### src/rtl/byte_striping.sv
// rtl/byte_striping.sv - two-lane word striper: pairs consecutive valid words onto lane 0/lane 1
// A lone lane-0 word is flushed by itself after FLUSH_CYCLES idle input cycles.
module byte_striping #(
    parameter int DATA_WIDTH   = 32,
    parameter int FLUSH_CYCLES = 4
) (
    input  logic                  clk_2f,
    input  logic                  reset,
    input  logic [DATA_WIDTH-1:0] data_in,
    input  logic                  valid_in,
    output logic [DATA_WIDTH-1:0] lane_0,
    output logic [DATA_WIDTH-1:0] lane_1,
    output logic                  valid_0,
    output logic                  valid_1,
    output logic                  pending
);
    localparam int CNT_W = $clog2(FLUSH_CYCLES + 1);
    localparam logic [CNT_W-1:0] FLUSH_LAST = CNT_W'(FLUSH_CYCLES - 1);

    typedef enum logic {
        EMPTY = 1'b0,
        HALF  = 1'b1
    } state_t;

    state_t                  state;
    logic [DATA_WIDTH-1:0]   hold_reg;
    logic [CNT_W-1:0]        idle_cnt;

    always_ff @(posedge clk_2f or posedge reset) begin
        if (reset) begin
            state    <= EMPTY;
            hold_reg <= '0;
            idle_cnt <= '0;
            lane_0   <= '0;
            lane_1   <= '0;
            valid_0  <= 1'b0;
            valid_1  <= 1'b0;
        end else begin
            valid_0 <= 1'b0;
            valid_1 <= 1'b0;
            case (state)
                EMPTY: begin
                    if (valid_in) begin
                        hold_reg <= data_in;
                        idle_cnt <= '0;
                        state    <= HALF;
                    end
                end
                HALF: begin
                    // A word arriving on the would-be flush cycle still completes the pair.
                    if (valid_in) begin
                        lane_0   <= hold_reg;
                        lane_1   <= data_in;
                        valid_0  <= 1'b1;
                        valid_1  <= 1'b1;
                        idle_cnt <= '0;
                        state    <= EMPTY;
                    end else if (idle_cnt == FLUSH_LAST) begin
                        lane_0   <= hold_reg;
                        lane_1   <= '0;
                        valid_0  <= 1'b1;
                        idle_cnt <= '0;
                        state    <= EMPTY;
                    end else begin
                        idle_cnt <= idle_cnt + 1'b1;
                    end
                end
                default: state <= EMPTY;
            endcase
        end
    end

    assign pending = (state == HALF);
endmodule

### config.mk
export PLATFORM = sky130hd
export DESIGN_NAME = byte_striping
export DESIGN_NICKNAME = d
export VERILOG_FILES = /design/src/rtl/byte_striping.sv
export SDC_FILE = /design/constraint.sdc
export NUM_CORES = 1
export LEC_CHECK = 0
export ABC_CLOCK_PERIOD_IN_PS = 8600
export CAP_MARGIN = 0
export CORE_UTILIZATION = 23
export DETAILED_ROUTE_END_ITERATION = 10
export PLACE_DENSITY_LB_ADDON = 0.3
export SLEW_MARGIN = 40
export SYNTH_ARGS = -nofsm -noshare
export SYNTH_HDL_FRONTEND = slang
export SYNTH_SLANG_ARGS = --single-unit
export TNS_END_PERCENT = 100
### constraint.sdc
create_clock -name clk_2f -period 8.6 [get_ports clk_2f]
set_input_delay 0.86 -clock clk_2f [delete_from_list [all_inputs] [get_ports clk_2f]]
set_output_delay 0.86 -clock clk_2f [all_outputs]
set_load 0.03 [all_outputs]
==> summary.md <==
| Metric | Value |
|---|---|
| Status | `completed` |
| Post-CTS Hold Buffers | `0` |
| Clock Pin Slew Worst Setup and Hold Paths | `0.07 ns` |
| Htree depth | `3` |
| CTS root buf | `clkbuf_16` |
| DR vias/cell | `slightly above 4` |
| Aggregate routed wire length | `8.09 mm` |
| Final ANT Viol Nets | `0` |
| Maximum vdd ir drop | `0.000132 V` |
| All-Layer GR Usage | `9.95%` |
| Width of the die | `133 um` |
| Mapped Area | `3920 um^2` |
| Final setup TNS | `0 ns` |
| CTS buffer count | `9` |
| Total power per unit cell area | `347 nW/um^2` |
| Syn_area_per_cell | `16.9 um^2` |
| Total die area | `around 18000 um^2` |
| Crit path time final | `2.60 ns` |
| Largest cells by area after synthesis | `dfrtp_1, mux2_2, mux2_4` |
| Post_cts resized | `0` |
| Min-delay src | `hold_reg[16]` |
| First-pass GRT wire length | `around 13 mm` |
| Met2 wire length | `~3.7 mm` |
| Top sig layer | `met4` |
| Drt pass-1 iters | `4` |
| Fraction of layout instances using a drive strength above 1 | `26.6%` |
| Skew-Pair Late Insertion Delay | `0.34 ns` |
| Area leader, netlist | `dfrtp_1` |
| Worst-margin pin slew | `0.757 ns` |
| Initial Utilization | `23.6%` |
| Crit path arrival time | `2.83 ns` |
| #FFs+latches synth | `between 100 and 150` |
| Ys flop type | `dfrtp_1` |
| WS Path Type | `input port to register` |
| Post-DP HPWL | `5.39 mm` |
| Crit-path max cell delay | `0.55 ns` |
| Final Hold Viols | `0` |
| # fillers | `approximately 1600` |
| N_diodes | `0` |
| Pin count of the biggest net entering global routing | `55` |
| Clk_skew | `0.00440 ns` |
| Core area | `16600 um^2` |
| CTS Buffer Depth | `2` |
| Site row count | `47` |
| Post-synthesis sequential area ratio | `around 65%` |
| WHS | `0.501 ns` |
| Storage cell area | `between 2000 and 3000 um^2` |
| Final-report setup violation count | `0` |
| Met3 wire length | `388 um` |
| Worst r2r src | `idle_cnt[0]` |
| DR vias | `2272` |
| Count of flip-flops with a built-in enable after synthesis | `0` |
| RSZ-0062 raised after global routing | `no` |
| Post-route clock period utilization | `30.3%` |
| CP required | `8.83 ns` |
| Initial antenna violation count | `0` |
| Post-synth ARST share | `between 90% and 100%` |
| Post-Synthesis Cells | `232` |
| Hold crit path type | `register to register` |
| Die Y | `133 um` |
| Routed length on met1 | `roughly 3.9 mm` |
| Avg WL per Cell | `~15 um` |
| Drt drc | `0` |
| TritonCTS clock tree | `built` |
| Area of the multi-input gates | `about 1200 um^2` |
| Gpl congestion | `between 0.7 and 0.8` |
| Max Clock Freq | `between 0.3 and 0.4 GHz` |
| Slew margin rel. | `49.5%` |
| Overflow after GRT | `0` |
| Via count of the first global-routing pass | `2485` |
| Drt initial violations | `54` |
| Clock sinks | `102` |
| Synth top area share | `65.1%` |
| Worst path cell trace | `clkdlybuf4s50_1 > o21ai_4 > buf_4 > mux2_2` |
| Critical Path End Type | `register` |
| Final Max Tran Viols | `0` |
| Io pins | `102` |
| Post-CTS Repair Setup Buffers | `0` |
| CP Launch Point | `valid_in` |
| Nets | `369` |
| Yosys cell types | `22` |
| Synthesis-to-layout area growth | `39.7%` |
| Slowest cell on the critical path | `clkdlybuf4s50_1` |
| Max_cap viols | `0` |
| Yosys warnings | `0` |
| Crit path launch type | `input port` |
| Max FO, Critical Path | `36` |
| Port bufs | `between 100 and 150` |
| LEAKAGE | `2.34 nW` |
| Post-synth net total | `approximately 270` |
[logic make-up (layout without fill, tap and decap cells)]
group           after synthesis  in the layout  share of synthesized area (%)
compound gates               37             37                           8.01
fa+ha+maj                     1              1                          0.319
simple gates                  9              9                           1.53
flops                       102            102                           65.1
mux                          64             64                           20.4
buf+inv                      19            125                           4.69
[worst max-delay path: cells and delay by family]
family	cells	cell delay [ns]
AO/OA/AOI/OAI	1	0.49
multiplexers	1	0.39
buffers and inverters	2	1.08
[worst paths after layout]
| check | endpoint | slack [ns] | depth (start not counted) |
|---|---|---|---|
| worst max-delay path | lane_0[29] | 6.00 | 4 |
| worst min-delay path | lane_0[16] | 0.50 | 1 |
| worst max register to register | lane_0[29] | 6.34 | 5 |
| worst min register to register | lane_0[16] | 0.50 | 1 |
| max in group asynchronous | lane_0[27] | 6.50 | 3 |
| min in group asynchronous | hold_reg[21] | 0.93 | 2 |
[area by class of cell]
cell class | count | share of cell area, %
Clock buffer | 10 | 4.36
Clock inverter | 6 | 2.10
Inverter | 3 | 0.251
Multi-Input combinational cell | 111 | 21.9
Sequential cell | 102 | 46.6
Tap cell | 220 | 5.02
Timing Repair Buffer | 106 | 19.8
[power breakdown]
part	switching, mW	leakage, nW	internal, mW
Clock	0.182	0.170	0.294
Sequential	0.0852	1.22	0.630
Combinational	0.358	0.950	0.352
[cell usage in the layout (no fill, tap or decap), drive strengths merged]
cell / n
clkbuf: 10
inv: 5
a211oi: 1
or2b: 1
clkdlybuf4s50: 101
nand2b: 2
nand3b: 1
bufinv: 3
clkinvlp: 1
buf: 5
dfrtp: 102
nand2: 1
o21ai: 1
and2: 1
o21bai: 1
ha: 1
mux2: 64
nand3: 1
a22o: 32
a21oi: 2
nor2b: 2
[Yosys cell counts, types with 2 or more instances]
library cell,number
buf_4,4
mux2_2,43
mux2_4,21
nand2b_1,2
dfrtp_1,102
a22o_1,32
buf_12,4
nor2b_2,2
inv_1,3
buf_2,5
a21oi_1,2
buf_6,2
[routing by layer]
metal,global-route usage [%],vias to the layer above
met5,0,-
li1,-,1030
met3,3.03,11
met1,12.9,1169
met2,15.1,62
met4,4.98,0
[metrics by stage]
step                total power [mW]  util, %  worst slack [ns]  instance area [um^2]  cells
floorplan                       1.15        -              5.06                  3920    232
global placement                1.43     30.4              5.26                  5070    539
detailed placement              1.45     30.8              5.58                  5120    542
CTS                             1.93     32.9              5.95                  5480    558
global route                    2.00     32.9              5.89                  5480    558
finish                          1.90     32.9              6.00                  5480    558
(Power assumes the default switching activity.)
